$ cat config.mk
export PLATFORM = sky130hd
export DESIGN_NAME = spi_slave_regs
export DESIGN_NICKNAME = d
export VERILOG_FILES = /design/src/rtl/spi_slave_regs.sv
export SDC_FILE = /design/constraint.sdc
export NUM_CORES = 1
export LEC_CHECK = 0
export CAP_MARGIN = 20
export CORE_AREA = 2 2 140 128
export CTS_CLUSTER_SIZE = 12
export DETAILED_ROUTE_END_ITERATION = 8
export DIE_AREA = 0 0 142 130
export GPL_ROUTABILITY_DRIVEN = 1
export PLACE_DENSITY_LB_ADDON = 0.08
export SETUP_SLACK_MARGIN = 0.02
export SLEW_MARGIN = 20
export SYNTH_ARGS = -nofsm -noshare
export SYNTH_HDL_FRONTEND = slang
export SYNTH_SLANG_ARGS = --single-unit
$ cat constraint.sdc
create_clock -name pclk_i -period 7.35 [get_ports pclk_i]
set_clock_uncertainty 0.05 [all_clocks]
set_input_delay 1.47 -clock pclk_i [delete_from_list [all_inputs] [get_ports pclk_i]]
set_output_delay 1.47 -clock pclk_i [all_outputs]
set_load 0.01 [all_outputs]
$ cat src/rtl/spi_slave_regs.sv
// spi_slave_regs -- SPI mode-0 responder with a small byte register file.
//
// The far end of the APB-programmed SPI master. Each transaction under a
// low chip select is an address byte followed by a data byte, both LSB
// first and sampled on the SPI clock's rising edge. Address bit 7 selects
// write (1) or read (0); bits [3:0] index the register file. Several
// transactions may follow each other under one chip select. All SPI pins
// are oversampled in the pclk_i domain.
//
// Ports:
//   pclk_i, prst_i       system clock, asynchronous active-high reset
//   sclk_i, cs_n_i,      SPI clock, chip select (active low), master data
//   mosi_i
//   miso_o, miso_oe_o    slave data and its drive enable (read data phase)
//   wr_strobe_o          one-cycle pulse when an SPI write commits
//   wr_addr_o, wr_data_o index/data of the last committed write (held)
//   frame_err_o          one-cycle pulse when chip select rose mid-byte
//   rd_addr_i, rd_data_o local read port, one cycle of latency
module spi_slave_regs #(
  parameter int NUM_REGS    = 16,
  parameter int SYNC_STAGES = 2
) (
  input  logic       pclk_i,
  input  logic       prst_i,
  input  logic       sclk_i,
  input  logic       cs_n_i,
  input  logic       mosi_i,
  output logic       miso_o,
  output logic       miso_oe_o,
  output logic       wr_strobe_o,
  output logic [3:0] wr_addr_o,
  output logic [7:0] wr_data_o,
  output logic       frame_err_o,
  input  logic [3:0] rd_addr_i,
  output logic [7:0] rd_data_o
);

  localparam int IDX_W = $clog2(NUM_REGS);

  typedef enum logic [2:0] {
    S_IDLE = 3'b001,
    S_ADDR = 3'b010,
    S_DATA = 3'b100
  } state_e;

  // ---------------------------------------------------------------------
  // Input synchronizers plus one history flop for edge detection
  // ---------------------------------------------------------------------
  logic [SYNC_STAGES-1:0] sclk_sync_q, cs_sync_q, mosi_sync_q;
  logic                   sclk_prev_q, cs_prev_q;
  logic                   sclk_s, cs_s, mosi_s;
  logic                   sclk_rise, sclk_fall, cs_fall;

  // NOTE: sequential state uses non-blocking assignments so every flop
  // samples the pre-edge value of its neighbours; blocking here would
  // collapse the synchronizer chain into a single stage.
  always_ff @(posedge pclk_i or posedge prst_i) begin
    if (prst_i) begin
      sclk_sync_q <= '0;
      cs_sync_q   <= '1;
      mosi_sync_q <= '0;
      sclk_prev_q <= 1'b0;
      cs_prev_q   <= 1'b1;
    end else begin
      sclk_sync_q <= SYNC_STAGES'({sclk_sync_q, sclk_i});
      cs_sync_q   <= SYNC_STAGES'({cs_sync_q, cs_n_i});
      mosi_sync_q <= SYNC_STAGES'({mosi_sync_q, mosi_i});
      sclk_prev_q <= sclk_s;
      cs_prev_q   <= cs_s;
    end
  end

  assign sclk_s    = sclk_sync_q[SYNC_STAGES-1];
  assign cs_s      = cs_sync_q[SYNC_STAGES-1];
  assign mosi_s    = mosi_sync_q[SYNC_STAGES-1];
  // SCLK edges only count while the synced chip select is low.
  assign sclk_rise = sclk_s & ~sclk_prev_q & ~cs_s;
  assign sclk_fall = ~sclk_s & sclk_prev_q & ~cs_s;
  assign cs_fall   = ~cs_s & cs_prev_q;

  // ---------------------------------------------------------------------
  // Frame FSM and datapath
  // ---------------------------------------------------------------------
  state_e      state_q, state_d;
  logic [2:0]  cnt_q, cnt_d;
  logic [6:0]  shin_q, shin_d;      // last seven received bits
  logic        is_wr_q, is_wr_d;
  logic [3:0]  idx_q, idx_d;
  logic [7:0]  shout_q, shout_d;
  logic        miso_q, miso_d;
  logic        oe_q, oe_d;
  logic        wr_strobe_q, wr_strobe_d;
  logic [3:0]  wr_addr_q, wr_addr_d;
  logic [7:0]  wr_data_q, wr_data_d;
  logic        frame_err_q, frame_err_d;
  logic [7:0]  byte_in;
  logic        commit;

  logic [7:0]  regs_q [NUM_REGS];
  logic [7:0]  rd_data_q;

  // The byte as it stands once the bit arriving on this rise is included.
  assign byte_in = {mosi_s, shin_q};

  // NOTE: every output of this block gets a default first, so no path can
  // leave a variable unassigned and infer a latch.
  always_comb begin
    state_d     = state_q;
    cnt_d       = cnt_q;
    shin_d      = shin_q;
    is_wr_d     = is_wr_q;
    idx_d       = idx_q;
    shout_d     = shout_q;
    miso_d      = miso_q;
    oe_d        = oe_q;
    wr_strobe_d = 1'b0;
    wr_addr_d   = wr_addr_q;
    wr_data_d   = wr_data_q;
    frame_err_d = 1'b0;
    commit      = 1'b0;

    if (cs_s) begin
      // Chip select released: abandon any partial byte without committing.
      if (state_q != S_IDLE) begin
        state_d     = S_IDLE;
        frame_err_d = (cnt_q != 3'd0);
      end
      cnt_d  = 3'd0;
      miso_d = 1'b0;
      oe_d   = 1'b0;
    end else begin
      unique case (state_q)
        S_IDLE: begin
          if (cs_fall) begin
            state_d = S_ADDR;
            cnt_d   = 3'd0;
          end
        end
        S_ADDR: begin
          if (sclk_rise) begin
            shin_d = byte_in[7:1];
            cnt_d  = cnt_q + 3'd1;
            if (cnt_q == 3'd7) begin
              is_wr_d = byte_in[7];
              idx_d   = byte_in[3:0];
              state_d = S_DATA;
              if (!byte_in[7]) shout_d = regs_q[byte_in[IDX_W-1:0]];
            end
          end
        end
        S_DATA: begin
          if (sclk_rise) begin
            shin_d = byte_in[7:1];
            cnt_d  = cnt_q + 3'd1;
            if (cnt_q == 3'd7) begin
              state_d = S_ADDR;
              miso_d  = 1'b0;
              oe_d    = 1'b0;
              if (is_wr_q) begin
                commit      = 1'b1;
                wr_strobe_d = 1'b1;
                wr_addr_d   = idx_q;
                wr_data_d   = byte_in;
              end
            end
          end else if (sclk_fall && !is_wr_q) begin
            // Mode 0: present the next bit on the fall so it is stable
            // before the master samples it on the following rise.
            miso_d  = shout_q[0];
            oe_d    = 1'b1;
            shout_d = {1'b0, shout_q[7:1]};
          end
        end
        default: state_d = S_IDLE;
      endcase
    end
  end

  always_ff @(posedge pclk_i or posedge prst_i) begin
    if (prst_i) begin
      state_q     <= S_IDLE;
      cnt_q       <= 3'd0;
      shin_q      <= '0;
      is_wr_q     <= 1'b0;
      idx_q       <= '0;
      shout_q     <= '0;
      miso_q      <= 1'b0;
      oe_q        <= 1'b0;
      wr_strobe_q <= 1'b0;
      wr_addr_q   <= '0;
      wr_data_q   <= '0;
      frame_err_q <= 1'b0;
    end else begin
      state_q     <= state_d;
      cnt_q       <= cnt_d;
      shin_q      <= shin_d;
      is_wr_q     <= is_wr_d;
      idx_q       <= idx_d;
      shout_q     <= shout_d;
      miso_q      <= miso_d;
      oe_q        <= oe_d;
      wr_strobe_q <= wr_strobe_d;
      wr_addr_q   <= wr_addr_d;
      wr_data_q   <= wr_data_d;
      frame_err_q <= frame_err_d;
    end
  end

  // ---------------------------------------------------------------------
  // Register file and local read port
  // ---------------------------------------------------------------------
  // NOTE: the register file has a defined power-on value, so it is reset
  // like ordinary flops rather than left as an unreset memory array.
  always_ff @(posedge pclk_i or posedge prst_i) begin
    if (prst_i) begin
      for (int i = 0; i < NUM_REGS; i++) regs_q[i] <= '0;
      rd_data_q <= '0;
    end else begin
      if (commit) regs_q[idx_q[IDX_W-1:0]] <= byte_in;
      // Reads the pre-commit value when the same register is written.
      rd_data_q <= regs_q[rd_addr_i[IDX_W-1:0]];
    end
  end

  assign miso_o      = miso_q;
  assign miso_oe_o   = oe_q;
  assign wr_strobe_o = wr_strobe_q;
  assign wr_addr_o   = wr_addr_q;
  assign wr_data_o   = wr_data_q;
  assign frame_err_o = frame_err_q;
  assign rd_data_o   = rd_data_q;

endmodule

==> impl_results.md, run 1 <==
- Total congestion overflow: 0
- Post-Synthesis Net Count: 594
- Gate count after technology mapping: 582
- Leak Pwr: 4.69 nW
- Antenna Violating Nets Remaining: 0
- Crit path max fanout: 29
- Via-to-Cell Ratio: 6.38
- Mapped Avg Cell Area: 15.8 sq um
- Sequential cell area fraction in the yosys report: 50.7%
- Pin count of the biggest net entering global routing: 71
- Number of buffer cells added on primary ports: 32
- CTS tree: yes
- DRC errors left: 0
- Crit path time final: 3.31 ns
- Post-synth top flop: dfrtp_1
- Share of the clock period used by the worst path after layout: 45.0%
- Horizontal die dimension: 142 um
- Endpoints failing setup: 0
- H-Tree Depth: 4
- YS warnings: 0
- Yosys top cell by area: dfrtp_1
- Final instance count without filler cells: 816
- Number of synthesized flops with an enable pin: 0
- Post-cts repair resize count: 0
- Buffer type at the clock tree root: clkbuf_16
- Worst path required time: 7.61 ns
- Cell area after layout: 10200 sq um
- Overall global routing resource usage: 25.3%
- Total count of hold-check failures in the final report: 0
- FP Rows: 46
- DIE AREA: 18500 sq um
- Hold Crit Class: register to register
- Worst-margin pin slew: 1.06 ns
- Maximum Capacitance Violations: 0
- Initial core utilization: 53.4%
- Total of hold buffers inserted after clock tree synthesis: 0
- Setup TNS: 0 ns
- Bufs on Longest Clock Path: 2
- Post-synthesis register bit count: 186
- Most frequent cell after synthesis: dfrtp_1
- Run status: finished clean
- Endpoint kind of the worst setup timing path: register
- Fraction of post-synthesis cell area in the top cell type by area: 49.6%
- Dominant cells by area after synthesis: dfrtp_1, mux2_2, mux4_2, a22oi_1, clkbuf_1
- Top-Level Pins: 33
- Power density over the cells: 200 nW/um^2
- Synth cell types: 44
- First-pass GRT wire length: 33800 um
- Number of global-route vias before repair: 5491
- Number of diodes: 0
- Highest clock rate: 302 MHz
- Number of buffers inserted during clock tree synthesis: 17
- Post-Synthesis Cell Area: 9180 sq um
- Final Worst Setup Slack: 4.04 ns
- Instance area after placement: 9580 sq um
- Critical path class: register to register
- Iteration-0 DRC count of the detailed router: 433
- Relative max-transition margin: 28.9%
- Synth async-reset ratio: 100%
- Average wire length per cell after detail routing: 26.4 um
- Setup repair after global routing missed its margin: no
- Total via count in the routed design: 5207
- Placeable core region: 17200 sq um
- First-pass iteration count of the detailed router: 5
- Post-Route WL: 21600 um
- Post-DP HPWL: 13300 um
- Peak supply drop: 154 uV
- Antenna violations before repair: 0
- Total number of nets in the final design: 599
- Final RePlAce weighted congestion: 0.819
- Clock latency on the worst-skew pair: 0.43 ns
- TritonCTS sink count: 186
- Arrival time of the worst setup path: 3.57 ns
- Total power of the final layout: 2.04 mW
- Worst setup slack after placement: 3.69 ns
- Worst Setup Start Kind: register
- CTS clock-pin slew for the worst setup and hold paths: 0.07 ns
- Layout area overhead: 11.1%
- Fraction of layout instances using a drive strength above 1: 48.0%
- Commonest cells in the netlist: dfrtp_1, mux2_2, mux4_2, clkbuf_1, a22oi_1
- Instance count after placement with tap cells included: 784
- Setup Buffers After CTS: 0
- Vertical die dimension: 130 um
- Fin. max-slew vios: 0
## sequential cells by signal (all words and copies together) (netlist names), 2 cells and up
signal,count
cnt_q,3
cs_sync_q,2
idx_q,4
mosi_sync_q,2
rd_data_o,8
regs_q,128
sclk_sync_q,2
shin_q,7
shout_q,8
state_q,3
wr_addr_o,4
wr_data_o,8
## layout make-up
type,instances,area (sq um)
Inverter,9,38.8
Multi-Input combinational cell,335,4250
Sequential cell,186,4660
Tap cell,216,270
Clock inverter,10,140
Fill cell,1318,7010
Timing Repair Buffer,38,363
Clock buffer,22,474
## routing by layer
metal / GRT usage (%) / vias to the layer above / wire, um
li1: - / 2241 / -
met4: 6.41 / 0 / 316
met2: 39.3 / 160 / 10400
met3: 5.98 / 25 / 1160
met5: 0 / - / 0
met1: 36.5 / 2781 / 9710
## logic make-up after synthesis
group	share of synthesized area (%)
AOI/OAI and AO/OA	3.60
buffers and inverters	2.97
adders and majority gates	0.409
xor gates and xnor gates	0.0954
and+or+nand+nor	6.02
DFF	50.7
muxes	36.2
## path summary, 6_finish.rpt
check / start / endpoint / slack [ns] / cells past startpoint
setup / recovery: state_q[1] / regs_q[55] / 4.04 / 4
hold / removal: mosi_sync_q[0] / mosi_sync_q[1] / 0.30 / 0
setup reg to reg: state_q[1] / regs_q[55] / 4.04 / 4
hold reg to reg: mosi_sync_q[0] / mosi_sync_q[1] / 0.30 / 0
max in group asynchronous: prst_i / shin_q[2] / 4.52 / 3
min in group asynchronous: prst_i / regs_q[87] / 1.43 / 2
## per-stage QoR
stage / hold slack (ns) / utilization, %
floorplan: 0.281 / -
finish: 0.300 / 59.3
detailed placement: 0.287 / 55.7
global placement: 0.284 / 55.7
global route: 0.311 / 59.3
CTS: 0.303 / 59.3
## layout by cell type, fill, tap and decap left out, types with 4 or more instances in the layout
master             n
nor2_1             6
nand3_4            6
nor2b_1            8
mux4_2            72
a22oi_1           18
mux2_2           148
dfstp_2            4
clkbuf_16         17
nand2_1           17
buf_4              7
nor3_1             6
dfrtp_1          180
a21o_1             4
a221o_1            5
nand3_2            6
nand4_4            4
inv_1              8
clkdlybuf4s50_1   31
## critical path: stages, from the launching register on
cell,delay [ns]
dfrtp_1,0.47
nor3b_4,0.60
and3_2,0.94
nand3_2,0.61
mux2_2,0.47
## where the power goes
group	switching, mW	total [mW]	internal (mW)
clock	0.389	0.952	0.563
sequential	0.00833	1.04	1.03
combinational	0.0385	0.0555	0.0171
total	0.436	2.04	1.61
Power figures use the tool's default switching activity.
==> run 2, diff against run 1 <==
==> constraint.sdc (replaced) <==
create_clock -name pclk_i -period 3.5 [get_ports pclk_i]
set_clock_uncertainty 0.05 [all_clocks]
set_input_delay 0.7 -clock pclk_i [delete_from_list [all_inputs] [get_ports pclk_i]]
set_output_delay 0.7 -clock pclk_i [all_outputs]
set_load 0.01 [all_outputs]
==> run 2 against run 1 <==
Net effect: non-clock buffer count is 5 higher; sequential power up 110%; clock power grew 110%; critical path type unchanged; critical endpoint is now regs_q[82]; largest cell class unchanged.
==> impl_results.md, run 2 (same netlist as run 1, synthesis figures left out) <==
- Final RePlAce weighted congestion: 0.801 (-2.2%)
- Top register by number of flip-flops: regs_q
- Iteration-0 DRC count of the detailed router: 463 (+6.9%)
- Detailed-routed wire length on met3: 1200 um (+3.4%)
- Multi-input gate area: 4250 sq um (unchanged)
- Critical path class: register to register
- Setup slack of the most critical reg-to-reg path: 0.63 ns (-3.41 ns)
- Hold Startpoint: sclk_sync_q[0]
- Max layer used: met4
- Horizontal die dimension: 142 um (unchanged)
- Number of buffers inserted during clock tree synthesis: 17 (unchanged)
- Count of cells along the worst hold path: 0 (unchanged)
- Layout area overhead: 12.1%
- Highest clock rate: 349 MHz (+15%)
- Arrival time of the worst setup path: 3.13 ns (-0.44 ns)
- Peak supply drop: 319 uV (+110%)
- DIE AREA: 18500 sq um (unchanged)
- Number of diodes: 0 (unchanged)
- Crit-path cells: nor3b_4 > and3_2 > nand3_2 > mux2_2
- Average wire length per cell after detail routing: 26.4 um (about the same)
- Startpoint of the worst-slack reg-to-reg timing path: state_q[1]
- Power density over the cells: 421 nW/um^2 (+110%)
- Overall global routing resource usage: 25.6% (+0.30 points)
- Worst-margin pin slew: 1.05 ns (-0.0109 ns)
- Fraction of layout instances using a drive strength above 1: 48.8% (+0.76 points)
- Worst Setup Start Kind: register
- Relative max-transition margin: 29.6% (+0.73 points)
- CP bufs+invs: 0 (unchanged)
- Worst setup slack after placement: 0.692 ns (-3.00 ns)
- FP Rows: 46 (unchanged)
- Total congestion overflow: 0 (unchanged)
- Via-to-Cell Ratio: 6.45 (+1.1%)
- Initial core utilization: 53.4% (unchanged)
- Total number of nets in the final design: 604 (+0.83%)
- Endpoint kind of the worst setup timing path: register
- Routed length on met2: 10200 um (-1.8%)
- Antenna violations before repair: 0 (unchanged)
- CTS clock-pin slew for the worst setup and hold paths: 0.07 ns (about the same)
- Post-DP HPWL: 14300 um (+7.5%)
- Crit path time final: 2.87 ns (-0.439 ns)
- DRC errors left: 0 (unchanged)
- Setup repair after global routing missed its margin: no
- Post-Route WL: 21700 um (+0.65%)
- Max stage delay on crit path: 0.77 ns (-0.17 ns)
- CTS tree: yes
- Total of hold buffers inserted after clock tree synthesis: 0 (unchanged)
- Dominant delay contributor by cell family on the critical path: simple AND/OR/NAND/NOR gates
- Pin count of the biggest net entering global routing: 95 (+34%)
- Setup Buffers After CTS: 0 (unchanged)
- TritonCTS sink count: 186 (unchanged)
- Leak Pwr: 4.73 nW (+0.88%)
- Critical path depth in cells: 4 (unchanged)
- First-pass iteration count of the detailed router: 6 (+1)
- Hold Path Sink: sclk_sync_q[1]
- Fin. max-slew vios: 0 (unchanged)
- Post-cts repair resize count: 0 (unchanged)
- Placeable core region: 17200 sq um (unchanged)
- First-pass GRT wire length: 34400 um (+1.7%)
- Most common library cell in the layout ignoring fill and taps: dfrtp_1
- Hold Crit Class: register to register
- Antenna Violating Nets Remaining: 0 (unchanged)
- Crit path max fanout: 17 (-41%)
- Vertical die dimension: 130 um (unchanged)
- Worst r2r dst: regs_q[82]
- Path depth of the worst reg2reg path: 4 (unchanged)
- Maximum Capacitance Violations: 0 (unchanged)
- Number of flip-flops in the largest register: 128 (unchanged)
- Run status: finished clean
- Total via count in the routed design: 5297 (+1.7%)
- Total count of hold-check failures in the final report: 0 (unchanged)
- Worst path required time: 3.76 ns (-3.85 ns)
- Endpoints failing setup: 0 (unchanged)
- Routed met1 length: 10100 um (+4.3%)
- Number of fill cells in the layout: 1283 (-2.7%)
- Buffer type at the clock tree root: clkbuf_16
- Final Worst Setup Slack: 0.632 ns (-3.41 ns)
- Number of global-route vias before repair: 5509 (+0.33%)
- Clock latency on the worst-skew pair: 0.43 ns (about the same)
- Share of the clock period used by the worst path after layout: 81.9% (+37 points)
- Number of buffer cells added on primary ports: 32 (unchanged)
- Setup TNS: 0 ns (unchanged)
- Bufs on Longest Clock Path: 2 (unchanged)
- Commonest non-fill, non-tap cells in the layout: dfrtp_1, mux2_2, mux4_2, clkdlybuf4s50_1, a22oi_1
- H-Tree Depth: 4 (unchanged)
- Cell at the slowest stage of the critical path: and3_2
- Total area of sequential cells: 4660 sq um (unchanged)
- Top-Level Pins: 33 (unchanged)
## run 2: changes by cell type in the layout (fill, tap and decap cells not counted), sizes merged
cell	previous run	this run
clkinv	4	2
clkbuf	22	18
buf	7	12
inv	9	14
clkinvlp	3	4
## run 2: worst reg2reg max path: cells and delay by family (launching register included)
kind / cells / cell delay, ns
flops: 1 / 0.46
mux: 1 / 0.43
simple gates: 3 / 1.81
## run 2: routing by layer
layer / global-route usage, % / vias to the layer above
met4: 5.00 / 0
met5: 0 / -
met2: 37.7 / 145
met3: 6.28 / 14
li1: - / 2256
met1: 39.3 / 2882
## run 2: area by class of cell
type	count	area share, %
clock inverters	14	1.79
well taps	216	2.63
inverters	9	0.365
repair buffers	43	4.35
flip-flops and latches	186	45.3
clock buffers	18	4.27
multi-input cells	335	41.3
## run 2: worst max path at each step
| stage | endpoint | slack, ns | start |
|---|---|---|---|
| after floorplan | cnt_q[0] | 0.36 | prst_i |
| after global placement | rd_data_o[5] | 0.75 | rd_addr_i[1] |
| after detailed placement | regs_q[88] | 0.69 | state_q[1] |
| after CTS | regs_q[82] | 0.66 | state_q[1] |
| after global routing | regs_q[82] | 0.49 | state_q[2] |
| final | regs_q[82] | 0.63 | state_q[1] |
## run 2: metrics by stage
stage | hold slack [ns] | cell area (sq um) | total power, mW | cells | util [%]
floorplan | 0.281 | 9190 | 2.30 | 582 | -
global placement | 0.284 | 9670 | 2.34 | 789 | 56.2
CTS | 0.303 | 10300 | 4.37 | 821 | 59.8
detailed placement | 0.287 | 9670 | 2.34 | 789 | 56.2
global route | 0.307 | 10300 | 4.47 | 821 | 59.8
finish | 0.302 | 10300 | 4.33 | 821 | 59.8
## run 2: report_power, final
part | internal (mW) | switching (mW)
clock | 1.16 | 0.871
combinational | 0.0393 | 0.0783
sequential | 2.16 | 0.0206
total | 3.36 | 0.970
==> run 3, diff against run 2 <==
==> constraint.sdc (replaced) <==
create_clock -name pclk_i -period 2.8 [get_ports pclk_i]
set_clock_uncertainty 0.05 [all_clocks]
set_input_delay 0.56 -clock pclk_i [delete_from_list [all_inputs] [get_ports pclk_i]]
set_output_delay 0.56 -clock pclk_i [all_outputs]
set_load 0.01 [all_outputs]
==> run 3 against run 2 <==
Net effect: core utilization rose by 0.63 points; clock-buffer cell count rose by 2; fmax rose by 11%; first-iteration DRC count fell by 9.3%; setup slack got worse by 0.42 ns; flip-flop and latch count did not move; via count rose by 1.3%; clock power rose by 17%.
==> impl_results.md, run 3 (same netlist as run 1, synthesis figures left out) <==
- Number of buffers inserted during clock tree synthesis: 17 (unchanged)
- Multi-input gate area: 4250 sq um (unchanged)
- Arrival time of the worst setup path: 2.84 ns (-0.29 ns)
- Fraction of layout instances using a drive strength above 1: 49.4% (+0.59 points)
- Worst r2r dst: regs_q[95]
- Final RePlAce weighted congestion: 0.827 (+3.2%)
- Run status: finished clean
- Fin util: 60.4% (+0.63 points)
- Total net switching power: 1.17 mW (+20%)
- Top-Level Pins: 33 (unchanged)
- Endpoints failing setup: 0 (unchanged)
- Buffer type at the clock tree root: clkbuf_16
- Worst Setup Start Kind: register
- Critical path class: register to register
- Peak supply drop: 405 uV (+27%)
- First-pass GRT wire length: 35200 um (+2.3%)
- Pin count of the biggest net entering global routing: 44 (-54%)
- DIE AREA: 18500 sq um (unchanged)
- Setup Buffers After CTS: 0 (unchanged)
- First-pass iteration count of the detailed router: 5 (-1)
- Launch point of the critical path: cnt_q[0]
- Highest clock rate: 387 MHz (+11%)
- Placeable core region: 17200 sq um (unchanged)
- Leak Pwr: 4.78 nW (+1.1%)
- Post-cts repair resize count: 0 (unchanged)
- CTS tree: yes
- Antenna Violating Nets Remaining: 0 (unchanged)
- TritonCTS sink count: 186 (unchanged)
- Share of the clock period used by the worst path after layout: 92.3% (+10 points)
- Overall global routing resource usage: 26.3% (+0.76 points)
- Setup slack of the most critical reg-to-reg path: 0.22 ns (-0.42 ns)
- Post-Route WL: 22400 um (+3.1%)
- Hold Crit Class: register to register
- Number of buffer cells added on primary ports: 32 (unchanged)
- Path depth of the worst reg2reg path: 7 (+3)
- Relative max-transition margin: 45.5% (+16 points)
- Crit path max fanout: 29 (+12)
- Total power of the final layout: 5.26 mW (+22%)
- CP Capture Point: regs_q[95]
- Cell area after layout: 10400 sq um (+1.0%)
- Layout area overhead: 13.3%
- Total of hold buffers inserted after clock tree synthesis: 0 (unchanged)
- H-Tree Depth: 4 (unchanged)
- Instance area after placement: 9830 sq um (+1.6%)
- Total area of sequential cells: 4660 sq um (unchanged)
- Setup TNS: 0 ns (unchanged)
- Number of diodes: 0 (unchanged)
- Clock network fraction of design power: 45.1% (-1.9 points)
- Most common library cell in the layout ignoring fill and taps: dfrtp_1
- Horizontal die dimension: 142 um (unchanged)
- Number of global-route vias before repair: 5715 (+3.7%)
- Commonest non-fill, non-tap cells in the layout: dfrtp_1, mux2_2, mux4_2, clkdlybuf4s50_1, a22oi_1
- Number of fill cells in the layout: 1287 (+0.31%)
- Worst path required time: 3.06 ns (-0.70 ns)
- FP Rows: 46 (unchanged)
- Total via count in the routed design: 5365 (+1.3%)
- Fin. max-slew vios: 0 (unchanged)
- DRC errors left: 0 (unchanged)
- Endpoint kind of the worst setup timing path: register
- Average wire length per cell after detail routing: 26.9 um (+1.7%)
- Switching part of the total power: 22.2% (-0.19 points)
- Sequential share of power: 51.8% (+1.5 points)
- Initial core utilization: 53.4% (unchanged)
- Bufs on Longest Clock Path: 2 (unchanged)
- Top register by number of flip-flops: regs_q
- Startpoint of the worst-slack reg-to-reg timing path: cnt_q[0]
- Number of flip-flops in the largest register: 128 (unchanged)
- CTS clock-pin slew for the worst setup and hold paths: 0.06 ns (about the same)
- Power density over the cells: 506 nW/um^2 (+20%)
- Via-to-Cell Ratio: 6.45 (about the same)
- Iteration-0 DRC count of the detailed router: 420 (-9.3%)
- Total number of nets in the final design: 615 (+1.8%)
- Clock latency on the worst-skew pair: 0.43 ns (about the same)
- Worst-margin pin slew: 0.811 ns (-0.243 ns)
- Power Internal: 4.09 mW (+22%)
- Vertical die dimension: 130 um (unchanged)
- Total congestion overflow: 0 (unchanged)
- Post-DP HPWL: 14400 um (+0.88%)
- Setup repair after global routing missed its margin: no
- Total count of hold-check failures in the final report: 0 (unchanged)
- Antenna violations before repair: 0 (unchanged)
- Maximum Capacitance Violations: 0 (unchanged)
- Combinational Power Share: 3.1% (+0.4 points)
- Crit path time final: 2.58 ns (-0.284 ns)
run 3: changes by cell type in the layout (fill, tap and decap cells not counted), sizes merged:
cell	delta
buf	+11
bufinv	-1
clkbuf	+2
clkinv	+3
clkinvlp	+2
inv	-6
run 3: how the worst min path moves through the flow:
stage                      to  slack (ns)  cells past startpoint            from
6_report       sclk_sync_q[1]        0.30                      0  sclk_sync_q[0]
5_1_grt        sclk_sync_q[1]        0.31                      0  sclk_sync_q[0]
4_1_cts        sclk_sync_q[1]        0.30                      0  sclk_sync_q[0]
3_5_place_dp   sclk_sync_q[1]        0.29                      0  sclk_sync_q[0]
3_3_place_gp   sclk_sync_q[1]        0.28                      0  sclk_sync_q[0]
2_1_floorplan  mosi_sync_q[1]        0.28                      0  mosi_sync_q[0]
run 3: layout make-up:
class / count / share of cell area [%]
multi-input combinational: 335 / 40.9
tap: 216 / 2.60
sequential: 186 / 44.8
timing repair buffer: 54 / 5.82
inverter: 9 / 0.361
clock buffer: 20 / 4.29
clock inverter: 12 / 1.21
run 3: stage by stage:
stage                     worst slack [ns]  hold slack, ns  cells
after global placement               0.344           0.283    800
after global routing                 0.128           0.312    832
after CTS                            0.258           0.302    832
after detailed placement             0.288           0.287    800
after floorplan                     -0.199           0.281    582
final                                0.217           0.300    832
run 3: power by group through the flow:
stage	logic [mW]	clock network, mW	registers (mW)
floorplan	0.114	0	2.76
global placement	0.168	0	2.77
detailed placement	0.169	0	2.77
CTS	0.170	2.43	2.72
global route	0.184	2.55	2.73
finish	0.164	2.37	2.72
run 3: worst max-delay path, stage by stage, from the launching register on:
cell,delay [ns]
dfrtp_1,0.37
ha_1,0.16
ha_1,0.26
and4bb_2,0.30
and3_2,0.22
buf_12,0.23
nand3_2,0.40
mux2_2,0.43
run 3: per-layer routing:
metal  vias to the layer above  wire, um  share of wire (%)  track usage (%)
met1                      2892     10100                 45             38.5
met3                        39      1280                5.7             7.05
li1                       2278         -                  -                -
met2                       156     10400                 47             39.1
met4                         0       593                2.7             8.35
met5                         -         0                  0                0
